## src/rtl/uart_pkg.sv

```systemverilog
// uart_pkg: definitions shared by the UART receive and transmit paths.
//   uart_rx_state_t : receiver FSM state encoding
//   calc_cpb        : clock cycles per bit for a given clock and line rate
//   DATA_BITS       : data bits per frame (8N1)
//   STOP_BITS       : stop bits per frame
package uart_pkg;

  localparam int DATA_BITS = 8;
  localparam int STOP_BITS = 1;

  typedef enum logic [2:0] {
    ST_IDLE      = 3'd0,
    ST_START     = 3'd1,
    ST_DATA      = 3'd2,
    ST_STOP      = 3'd3,
    ST_WAIT_HIGH = 3'd4
  } uart_rx_state_t;

  // Integer clock cycles per bit; the fractional part is absorbed by the
  // mid-bit sampling margin.
  function automatic int calc_cpb(input int unsigned frequency,
                                  input int unsigned baud_rate);
    return int'(frequency / baud_rate);
  endfunction

endpackage

```

## src/rtl/sync_fifo.sv

```systemverilog
// sync_fifo: single-clock show-ahead FIFO.
//   clk, rst_n  : clock and asynchronous active-low reset (empties the FIFO)
//   wr_en       : write request; accepted when not full, or when full and a
//                 read is accepted in the same cycle
//   wr_data     : data to write
//   rd_en       : read request; ignored while empty
//   rd_data     : head entry, forced to zero while empty
//   full, empty : occupancy flags
module sync_fifo #(
  parameter int width = 8,
  parameter int depth = 16
) (
  input  logic             clk,
  input  logic             rst_n,
  input  logic             wr_en,
  input  logic [width-1:0] wr_data,
  input  logic             rd_en,
  output logic [width-1:0] rd_data,
  output logic             full,
  output logic             empty
);

  localparam int AW = $clog2(depth);

  // One extra pointer bit distinguishes full from empty when the
  // address bits are equal.
  logic [AW:0]      wr_ptr_r;
  logic [AW:0]      rd_ptr_r;
  logic [width-1:0] mem_r [depth];
  logic             empty_s;
  logic             full_s;
  logic             do_rd_s;
  logic             do_wr_s;

  assign empty_s = (wr_ptr_r == rd_ptr_r);
  assign full_s  = (wr_ptr_r[AW] != rd_ptr_r[AW]) &&
                   (wr_ptr_r[AW-1:0] == rd_ptr_r[AW-1:0]);
  assign do_rd_s = rd_en && !empty_s;
  // A simultaneous read frees the slot, so a full FIFO still takes the write.
  assign do_wr_s = wr_en && (!full_s || do_rd_s);

  assign full    = full_s;
  assign empty   = empty_s;
  assign rd_data = empty_s ? {width{1'b0}} : mem_r[rd_ptr_r[AW-1:0]];

  // Pointer update; pointers wrap naturally at 2*depth.
  always_ff @(posedge clk or negedge rst_n) begin
    if (!rst_n) begin
      wr_ptr_r <= {(AW+1){1'b0}};
      rd_ptr_r <= {(AW+1){1'b0}};
    end else begin
      if (do_wr_s) begin
        wr_ptr_r <= wr_ptr_r + {{AW{1'b0}}, 1'b1};
      end
      if (do_rd_s) begin
        rd_ptr_r <= rd_ptr_r + {{AW{1'b0}}, 1'b1};
      end
    end
  end

  // Storage write; contents are don't-care while empty because the head is masked.
  always_ff @(posedge clk) begin
    if (do_wr_s) begin
      mem_r[wr_ptr_r[AW-1:0]] <= wr_data;
    end
  end

endmodule

```

## src/rtl/uart_rx.sv

```systemverilog
// uart_rx: 8N1 UART receiver with a show-ahead receive FIFO.
//   clk, rst_n   : system clock, asynchronous active-low reset
//   uart_rxp     : serial input, asynchronous, idles high
//   rx_data      : byte at the FIFO head (0x00 while empty)
//   rx_valid     : FIFO not empty
//   rx_ready     : consumer takes rx_data this cycle
//   frame_err    : one-cycle pulse when a stop bit is sampled low
//   overrun_err  : one-cycle pulse when a good byte is dropped on a full FIFO
//   rx_busy      : FSM is not idle
module uart_rx
  import uart_pkg::*;
#(
  parameter int unsigned frequency  = 27_000_000,
  parameter int unsigned baud_rate  = 115_200,
  parameter int          fifo_depth = 16
) (
  input  logic       clk,
  input  logic       rst_n,
  input  logic       uart_rxp,
  output logic [7:0] rx_data,
  output logic       rx_valid,
  input  logic       rx_ready,
  output logic       frame_err,
  output logic       overrun_err,
  output logic       rx_busy
);

  localparam int CPB  = calc_cpb(frequency, baud_rate);
  localparam int HALF = CPB / 2;
  localparam int TW   = $clog2(CPB);

  localparam logic [TW-1:0] CPB_M1    = TW'(CPB - 1);
  localparam logic [TW-1:0] HALF_M1   = TW'(HALF - 1);
  localparam logic [2:0]    LAST_BIT  = 3'(DATA_BITS - 1);

  logic                 sync1_r;
  logic                 rxs_r;
  uart_rx_state_t       state_r;
  uart_rx_state_t       state_s;
  logic [TW-1:0]        timer_r;
  logic [TW-1:0]        timer_s;
  logic [2:0]           bit_idx_r;
  logic [2:0]           bit_idx_s;
  logic [7:0]           shift_r;
  logic [7:0]           shift_s;
  logic                 push_s;
  logic                 ferr_s;
  logic                 overrun_s;
  logic                 frame_err_r;
  logic                 overrun_err_r;
  logic                 busy_r;
  logic                 fifo_full_s;
  logic                 fifo_empty_s;
  logic [7:0]           fifo_data_s;
  logic                 pop_s;

  // Two-flop synchroniser for the asynchronous pin; resets to the idle level.
  always_ff @(posedge clk or negedge rst_n) begin
    if (!rst_n) begin
      sync1_r <= 1'b1;
      rxs_r   <= 1'b1;
    end else begin
      sync1_r <= uart_rxp;
      rxs_r   <= sync1_r;
    end
  end

  // Next-state logic: bit timing, start validation, shifting and stop check.
  always_comb begin
    state_s   = state_r;
    timer_s   = timer_r + TW'(1);
    bit_idx_s = bit_idx_r;
    shift_s   = shift_r;
    push_s    = 1'b0;
    ferr_s    = 1'b0;
    case (state_r)
      ST_IDLE: begin
        timer_s = {TW{1'b0}};
        if (!rxs_r) begin
          state_s = ST_START;
        end else begin
          state_s = ST_IDLE;
        end
      end
      ST_START: begin
        // Mid-start-bit check rejects short low glitches.
        if (timer_r == HALF_M1) begin
          timer_s = {TW{1'b0}};
          if (rxs_r) begin
            state_s = ST_IDLE;
          end else begin
            state_s   = ST_DATA;
            bit_idx_s = 3'd0;
          end
        end else begin
          state_s = ST_START;
        end
      end
      ST_DATA: begin
        if (timer_r == CPB_M1) begin
          timer_s = {TW{1'b0}};
          shift_s = {rxs_r, shift_r[7:1]};
          if (bit_idx_r == LAST_BIT) begin
            state_s = ST_STOP;
          end else begin
            bit_idx_s = bit_idx_r + 3'd1;
          end
        end else begin
          state_s = ST_DATA;
        end
      end
      ST_STOP: begin
        if (timer_r == CPB_M1) begin
          timer_s = {TW{1'b0}};
          if (rxs_r) begin
            push_s  = 1'b1;
            state_s = ST_IDLE;
          end else begin
            ferr_s  = 1'b1;
            state_s = ST_WAIT_HIGH;
          end
        end else begin
          state_s = ST_STOP;
        end
      end
      ST_WAIT_HIGH: begin
        // Hold off until the line returns high so a break reports once.
        timer_s = {TW{1'b0}};
        if (rxs_r) begin
          state_s = ST_IDLE;
        end else begin
          state_s = ST_WAIT_HIGH;
        end
      end
      default: begin
        state_s = ST_IDLE;
        timer_s = {TW{1'b0}};
      end
    endcase
  end

  // A pop in the same cycle makes room, so only a push without pop overruns.
  assign pop_s     = !fifo_empty_s && rx_ready;
  assign overrun_s = push_s && fifo_full_s && !pop_s;

  // FSM, datapath and registered status outputs.
  always_ff @(posedge clk or negedge rst_n) begin
    if (!rst_n) begin
      state_r       <= ST_IDLE;
      timer_r       <= {TW{1'b0}};
      bit_idx_r     <= 3'd0;
      shift_r       <= 8'h00;
      frame_err_r   <= 1'b0;
      overrun_err_r <= 1'b0;
      busy_r        <= 1'b0;
    end else begin
      state_r       <= state_s;
      timer_r       <= timer_s;
      bit_idx_r     <= bit_idx_s;
      shift_r       <= shift_s;
      frame_err_r   <= ferr_s;
      overrun_err_r <= overrun_s;
      busy_r        <= (state_s != ST_IDLE);
    end
  end

  sync_fifo #(
    .width (8),
    .depth (fifo_depth)
  ) u_fifo (
    .clk     (clk),
    .rst_n   (rst_n),
    .wr_en   (push_s),
    .wr_data (shift_r),
    .rd_en   (rx_ready),
    .rd_data (fifo_data_s),
    .full    (fifo_full_s),
    .empty   (fifo_empty_s)
  );

  assign rx_data     = fifo_data_s;
  assign rx_valid    = !fifo_empty_s;
  assign frame_err   = frame_err_r;
  assign overrun_err = overrun_err_r;
  assign rx_busy     = busy_r;

endmodule

```

## config.mk

```make
export PLATFORM = sky130hd
export DESIGN_NAME = uart_rx
export DESIGN_NICKNAME = d
export VERILOG_FILES = /design/src/rtl/uart_pkg.sv /design/src/rtl/sync_fifo.sv /design/src/rtl/uart_rx.sv
export SDC_FILE = /design/constraint.sdc
export NUM_CORES = 1
export LEC_CHECK = 0
export ABC_AREA = 1
export BUFFER_PORTS_ARGS = -buffer_cell sky130_fd_sc_hd__buf_2
export CORE_MARGIN = 1
export CORE_UTILIZATION = 60
export CTS_CLUSTER_DIAMETER = 40
export DETAILED_ROUTE_END_ITERATION = 10
export PLACE_DENSITY = 0.84
export SYNTH_ARGS = -nofsm -noshare
export SYNTH_HDL_FRONTEND = slang
export SYNTH_SLANG_ARGS = --single-unit
```

## constraint.sdc

```tcl
create_clock -name clk -period 4.7 [get_ports clk]
set_input_delay 0.94 -clock clk [delete_from_list [all_inputs] [get_ports clk]]
set_output_delay 0.94 -clock clk [all_outputs]
set_load 0.03 [all_outputs]
```

After elaboration in Yosys (flattened, before gate mapping)
Memory sizes are Yosys's and may differ from the RTL's.
Cells that the tools add are included.
Word-level totals
  bits in registers: 37
  memory bits (writable): 128
  logic and storage cells: 70
  memories kept: 1
Cells by class
  add/subtract/negate cells: 4
  eq/ne operators: 14
  multiplexer cells: 25
  reductions and logical operators: 15
Memories
  u_fifo.mem_r: depth 16, width 8, read ports 1, clocked after Yosys merged registers in 0, write ports 1, line sync_fifo.sv:29  | logic [width-1:0] mem_r [depth];
Operators with widths (number)
  $mux W3: 9
  $mux W8: 3
  $pmux W8 S2: 1
  $pmux W3 S5: 1
  $add A5 B1 Y5 const B: 2
  $mux W1: 9
  $add A8 B1 Y8 const B: 1
  $eq A8 B7 Y1 const B: 1
  $eq A8 B8 Y1 const B: 1
  $ne A2 B2 Y1 const B: 4
  $eq A3 B2 Y1 const B: 2
  $eq A3 B3 Y1 const B: 2
  $pmux W3 S2: 1
  $eq A5 B5 Y1: 1
  $logic_and A1 B1 Y1: 5
  $reduce_and A5 Y1: 1
  $eq A4 B4 Y1: 1
  $add A3 B1 Y3 const B: 1
  $eq A3 B1 Y1 const B: 1
  $logic_not A1 Y1: 3
  $logic_not A3 Y1: 1
  $reduce_bool A3 Y1: 1
  $mux W2: 1
  $reduce_and A2 Y1: 1
  4 further kinds: 4

Longest topological paths before layout
Gate-level depths: netlist of the first run.
  word-level depth: 7
  gate-level depth with buffers: 11

Modules after synthesis
A second synthesis of the first run with hierarchy kept.
Unflattened totals
  cells, all modules: 805
  area total of the unflattened synthesis: 7591.0 sq um
Modules (own cells, without submodules)
  sync_fifo: times used 1, cells an instance 656, area an instance 6308.6 sq um, sequential area each 4093.9 sq um
  uart_rx: times used 1, cells an instance 149, area an instance 1282.5 sq um, sequential area each 678.2 sq um

Least setup slack after synthesis of the first run
No wires, ideal clock.
  path kind: register to output
  start: reg u_fifo.rd_ptr_r[1]
  end: out rx_data[0]
  arrival: 1700 ps
  slack: 2060 ps
  cell stages (with the launch flop): 7
  cells stage by stage: dfrtp_1 buf_2 xor2_1 nor2_1 nand3_2 clkinv_1 a21oi_1
On the way
  longest elaborated chain between the ends: 2
  elaborated cells on any way between the ends: 3
RTL lines
  start, declared: line sync_fifo.sv:28  | logic [AW:0] rd_ptr_r;
  start signal, assigned: line sync_fifo.sv:50  | rd_ptr_r <= {(AW+1){1'b0}};
  start signal, assigned: line sync_fifo.sv:56  | rd_ptr_r <= rd_ptr_r + {{AW{1'b0}}, 1'b1};
  $mem_v2 Z16 W8 / $eq A5 B5 Y1 (equally long branches)
  $mux W8 (*): line sync_fifo.sv:44  | assign rd_data = empty_s ? {width{1'b0}} : mem_r[rd_ptr_r[AW-1:0]];
  end, declared: line uart_rx.sv:20  | output logic [7:0] rx_data,
Every way passes the cells marked *; elsewhere a longest branch is shown, timed or not.

Final worst setup path of the first run
  start: reg u_fifo.rd_ptr_r[0]
  end: out rx_data[7]
Same word-level chain as after synthesis.

==> results of run 1 <==
-- cell type report --
cell class,count,area (um2)
clock buffers,19,433
clock inverters,13,206
fillers,891,3770
inverters,117,439
multi-input cells,465,2140
flip-flops and latches,165,4770
well taps,168,210
repair buffers,17,90.1
-- cells by family after synthesis --
family	share of synthesized area, %
AOI/OAI and AO/OA	0.971
and+or+nand+nor	24.2
adders and majority gates	1.67
DFF	63.9
xor gates and xnor gates	1.76
buffers and inverters	7.52
-- per-layer routing --
| metal | share of wire (%) | track usage, % | wire (um) | vias to the layer above |
|---|---|---|---|---|
| li1 | - | - | - | 2467 |
| met1 | 41 | 33.2 | 6400 | 2447 |
| met2 | 49 | 43.5 | 7650 | 220 |
| met3 | 7.8 | 4.84 | 1220 | 29 |
| met4 | 2.3 | 12.8 | 364 | 0 |
| met5 | 0 | 0 | 0 | - |
-- flip-flops by register name (all words and copies together), names as in the netlist --
| register | flops |
|---|---|
| u_fifo.mem_r | 128 |
| shift_r | 8 |
| timer_r | 8 |
| u_fifo.rd_ptr_r | 5 |
| u_fifo.wr_ptr_r | 5 |
| bit_idx_r | 3 |
| state_r | 3 |
| frame_err | 1 |
| overrun_err | 1 |
| rx_busy | 1 |
| rxs_r | 1 |
| sync1_r | 1 |
-- power by group through the flow --
stage / combinational [mW] / clock (mW) / sequential [mW]
5_1_grt: 0.0102 / 1.56 / 1.56
4_1_cts: 0.00895 / 1.50 / 1.56
3_3_place_gp: 0.00857 / 0 / 1.59
6_report: 0.00851 / 1.49 / 1.56
3_5_place_dp: 0.00884 / 0 / 1.59
2_1_floorplan: 0.000599 / 0 / 1.59
-- placed cells by master (no fill, tap or decap), types with 3 or more instances in the layout --
master | Yosys | layout
nor2_2 | 3 | 3
nand3_1 | 91 | 91
nand3_2 | 5 | 5
xor2_1 | 11 | 11
o21ai_0 | 3 | 3
clkinv_2 | 0 | 3
inv_1 | 110 | 110
xnor2_1 | 4 | 4
ha_1 | 10 | 10
clkinv_1 | 3 | 3
clkinv_4 | 0 | 3
dfrtp_1 | 35 | 34
clkbuf_16 | 0 | 17
nand2_1 | 278 | 278
a21oi_1 | 8 | 8
bufinv_16 | 0 | 5
inv_2 | 4 | 4
nor2_1 | 40 | 40
buf_2 | 14 | 15
edfxtp_1 | 128 | 128
-- worst max-delay path: stages (launching register included) --
cell      delay, ps
dfrtp_2         360
buf_4           580
xor2_1          230
nor2_1           90
nand3_2         170
clkinv_1        290
a21oi_1         290
buf_2           240
-- final timing paths --
| kind | to | cells after the start |
|---|---|---|
| setup / recovery | rx_data[7] | 7 |
| hold / removal | rxs_r | 0 |
| setup reg to reg | u_fifo.mem_r[12][6] | 6 |
| hold reg to reg | rxs_r | 0 |
| max in group asynchronous | u_fifo.rd_ptr_r[0] | 1 |
| min in group asynchronous | shift_r[4] | 1 |
-- stage by stage --
step                std cells  worst slack [ps]  hold slack (ps)
floorplan                 772              2060              345
global placement          932              1630              346
detailed placement        932              1590              349
CTS                       964              1070              358
global route              964               890              359
finish                    964              1040              357
==> reports/results.txt, run 1 <==
outcome = complete, no violations
Worst Clk Skew = 9.14 ps
# rows = 40
clk sinks = 165
Reg clk slew, reported paths = 60 ps
global-route wire length before repair = 25.0 mm
cts bufs inserted = 17
critical path launch point = u_fifo.rd_ptr_r[0]
number of nets with antenna violations after routing = 0
Post-DP HPWL = 9.81 mm
Total GRT Usage = 26.1%
count leader, synth = nand2_1
flops & latches, synth = 165
worst min path class = flop to flop
Seq/Total Area, Yosys = 63.9%
share of layout cells above drive strength 1 = 8.54%
die span in y = 114 um
Net Sw Power = 0.557 mW
Clk Latency, worst-skew pair = 430 ps
Max IR drop VDD = 192 uV
Yosys cell types = 30
Max-Cap Viols = 0
I/O pin cnt = 16
final instance area = 8290 um2
FFs w/ async S/R, synth = 22.4%
Initial Util = 62.0%
Setup TNS = 0 ps
EDFF count, synth = 128
drt first pass iters = 5
nets = 797
CTS tree = built
Post-synth top flop = edfxtp_1
arrival time of the worst setup path = 2720 ps
Root Buffer = clkbuf_16
FF-to-FF setup slack = 1700 ps
CP startpoint kind = flop
Min-Delay Startpoint = sync1_r
critical path type = flop to primary output
H-tree levels = 4
hold buffers post-CTS = 0
average routed wire per standard cell = 16.2 um
die area = 12900 um2
cell-internal power = 2.50 mW
Detailed Route Iter0 Violations = 591
Comb pwr share = 0.3%
Tcrit/Tclk final = 77.9%
post-synth top area cell = edfxtp_1
Rel. slew slack = 26.3%
cts repair resizes = 0
IO buf count = 15
total core area = 12100 um2
Min Clock Period, post-route = 3660 ps
Longest Clk Path Bufs = 2
vias in the first global route = 5103
total power = 3.06 mW
Area growth syn-to-layout = 10.9%
via count = 5163
worst path required time = 3760 ps
ranking of synthesized cells by area = edfxtp_1 (51%), nand2_1 (14%), dfrtp_1 (12%)
GRT overflow = 0
DR DRC count = 0
switch share = 18.2%
Slew Viols, Final = 0
Cells after Synth = 772
commonest cells in the netlist = nand2_1 (278), edfxtp_1 (128), inv_1 (110)
largest net degree at the start of global routing = 69
RSZ-0062 raised after global routing = no
share of the synthesized area in the top cell type = 51.4%
r2r startpoint = u_fifo.rd_ptr_r[0]
dpl cell area = 7650 um2
clock share of power = 48.8%
RePlAce Congestion = 0.867
synthesized net count = 786
Leak = 3.74 nW
YS warnings = 0
Least-Margin Pin Slew = 1100 ps
Layout Utilization = 68.7%
DIE WIDTH = 114 um
Seq pwr share = 51.0%
total routed wirelength = 15.6 mm
initial antenna violation count = 0
Mean Syn Cell Area = 9.68 um2
n_diodes = 0
setup bufs post-CTS = 0
Mapped Area = 7470 um2
Vias/cell = 5.36
crit end category = primary output
power per cell area = 368 nW/um2
CP max FO = 68
fmax = 273 MHz
final setup fails = 0
Fin. Hold Viols = 0
Note: power is estimated with default switching activity, not from simulation.
==> run 2: changes to the inputs <==
- CORE_UTILIZATION: 60 -> 56
- PLACE_DENSITY: 0.84 -> 0.82
- clock period: 4.7 -> 3.1 ns (I/O delays scaled with it)
==> run 2 against run 1 <==
Register-to-register slack lost 1200 ps. First-iteration DRC count is 31% lower. Worst hold slack lost 84 ps. Flip-flop and latch count stayed put. Clock-buffer cell count is the same. Global-route usage is 2.0 points lower. Sequential share of layout area fell by 0.18 points. Cell area rose by 0.32%. Critical path type unchanged.
==> reports/results.txt, run 2 (synthesis gave the netlist of run 1 again) <==
outcome = complete, no violations
global-route wire length before repair = 25.3 mm (+1.2%)
Post-DP HPWL = 9.55 mm (-2.6%)
final non-filler cell total = 976 (+1.2%)
# rows = 41 (+2.5%)
GRT overflow = 0 (unchanged)
power per cell area = 528 nW/um2 (+43%)
DR DRC count = 0 (unchanged)
I/O pin cnt = 16 (unchanged)
n_diodes = 0 (unchanged)
DIE WIDTH = 118 um (+3.4%)
clk sinks = 165 (unchanged)
worst min path class = input pin to asynchronous set/reset pin
crit end category = primary output
average routed wire per standard cell = 15.7 um (-3.3%)
Reg clk slew, reported paths = 60 ps (about the same)
Rel. slew slack = 45.5% (+19 points)
drt first pass iters = 5 (unchanged)
Worst Clk Skew = 10.0 ps (+0.893 ps)
RSZ-0062 raised after global routing = no
CTS tree = built
Setup TNS = 0 ps (unchanged)
busiest grt layer = met2
fmax = 352 MHz
Initial Util = 58.3% (-3.7 points)
arrival time of the worst setup path = 2220 ps (-500 ps)
IO buf count = 15 (unchanged)
die area = 13800 um2 (+7.0%)
Longest Clk Path Bufs = 2 (unchanged)
total routed wirelength = 15.3 mm (-2.1%)
worst path required time = 2480 ps (-1280 ps)
critical path type = flop to primary output
CP startpoint kind = flop
via count = 5080 (-1.6%)
GR Layer Usage met2 = 38.9% (-4.6 points)
met3 Track Usage GR = 4.70% (-0.14 points)
largest net degree at the start of global routing = 66 (-4.3%)
placed cells = 944 (+1.3%)
cts bufs inserted = 17 (unchanged)
share of layout cells above drive strength 1 = 9.70% (+1.2 points)
GR Layer Usage met1 = 32.6% (-0.57 points)
Vias/cell = 5.20 (-2.8%)
Leak = 3.76 nW (+0.53%)
commonest non-fill, non-tap cell in the layout = nand2_1
hold buffers post-CTS = 0 (unchanged)
total core area = 12800 um2 (+6.3%)
Max-Cap Viols = 0 (unchanged)
Area growth syn-to-layout = 11.3%
nets = 805 (+1.0%)
Fin. Hold Viols = 0 (unchanged)
CP max FO = 15 (-78%)
initial antenna violation count = 0 (unchanged)
Detailed Route Iter0 Violations = 409 (-31%)
final setup fails = 0 (unchanged)
Slew Viols, Final = 0 (unchanged)
vias in the first global route = 4956 (-2.9%)
number of nets with antenna violations after routing = 0 (unchanged)
Clk Latency, worst-skew pair = 430 ps (about the same)
RePlAce Congestion = 0.817 (-5.8%)
cts repair resizes = 0 (unchanged)
Tcrit/Tclk final = 91.7%
Max IR drop VDD = 442 uV (+130%)
# fillers = 978 (+9.8%)
Min Clock Period, post-route = 2840 ps
H-tree levels = 4 (unchanged)
Total GRT Usage = 24.2% (-2.0 points)
most frequent cells in the layout = nand2_1 (278), edfxtp_1 (128), inv_1 (110)
setup bufs post-CTS = 0 (unchanged)
Least-Margin Pin Slew = 817 ps (-287 ps)
die span in y = 118 um (+3.4%)
max reg flops = 128 (unchanged)
Root Buffer = clkbuf_16
-- run 2: final timing paths --
check | endpoint | depth (start not counted) | from | slack [ps]
max | rx_data[5] | 6 | u_fifo.rd_ptr_r[2] | 260
min | u_fifo.wr_ptr_r[4] | 1 | rst_n | 270
max reg2reg | u_fifo.mem_r[10][1] | 5 | u_fifo.rd_ptr_r[2] | 510
min reg2reg | rxs_r | 0 | sync1_r | 360
max in group asynchronous | u_fifo.rd_ptr_r[0] | 1 | rst_n | 2290
min in group clk | sync1_r | 1 | uart_rxp | 290
-- run 2: per-layer routing --
layer  routed length [um]  vias up  share of wire [%]
li1                     -     2489                  -
met1                 6550     2400                 43
met2                 7380      168                 48
met3                 1040       23                6.8
met4                  339        0                2.2
met5                    0        -                  0
-- run 2: layout make-up --
| cell class | instances | area [um2] | share of cell area [%] |
|---|---|---|---|
| clock inverters | 13 | 123 | 1.47 |
| repair buffers | 25 | 175 | 2.11 |
| well taps | 172 | 215 | 2.59 |
| inverters | 117 | 439 | 5.28 |
| clock buffers | 19 | 453 | 5.45 |
| multi-input cells | 465 | 2140 | 25.7 |
| flip-flops and latches | 165 | 4770 | 57.4 |
-- run 2: where the power goes --
part / internal, mW / switching, mW / leakage (nW)
clock: 1.16 / 0.861 / 0.273
sequential: 2.36 / 0.000950 / 1.98
combinational: 0.00164 / 0.0109 / 1.51
total: 3.52 / 0.873 / 3.76
-- run 2: per-stage QoR --
| stage | power (mW) | util, % | instance area [um2] | hold slack (ps) | setup slack (ps) |
|---|---|---|---|---|---|
| floorplan | 2.41 | - | 7470 | 324 | 780 |
| global placement | 2.42 | 60.4 | 7740 | 347 | 638 |
| detailed placement | 2.42 | 60.4 | 7740 | 349 | 554 |
| CTS | 4.40 | 64.9 | 8320 | 284 | 252 |
| global route | 4.50 | 64.9 | 8320 | 277 | 128 |
| finish | 4.39 | 64.9 | 8320 | 273 | 258 |
-- run 2: critical path, cell delays in order (launching register included) --
cell      delay [ps]
dfrtp_1          680
xor2_1           180
nor2_1            80
nand3_2          160
clkinv_1         240
a21oi_1          220
buf_2            230
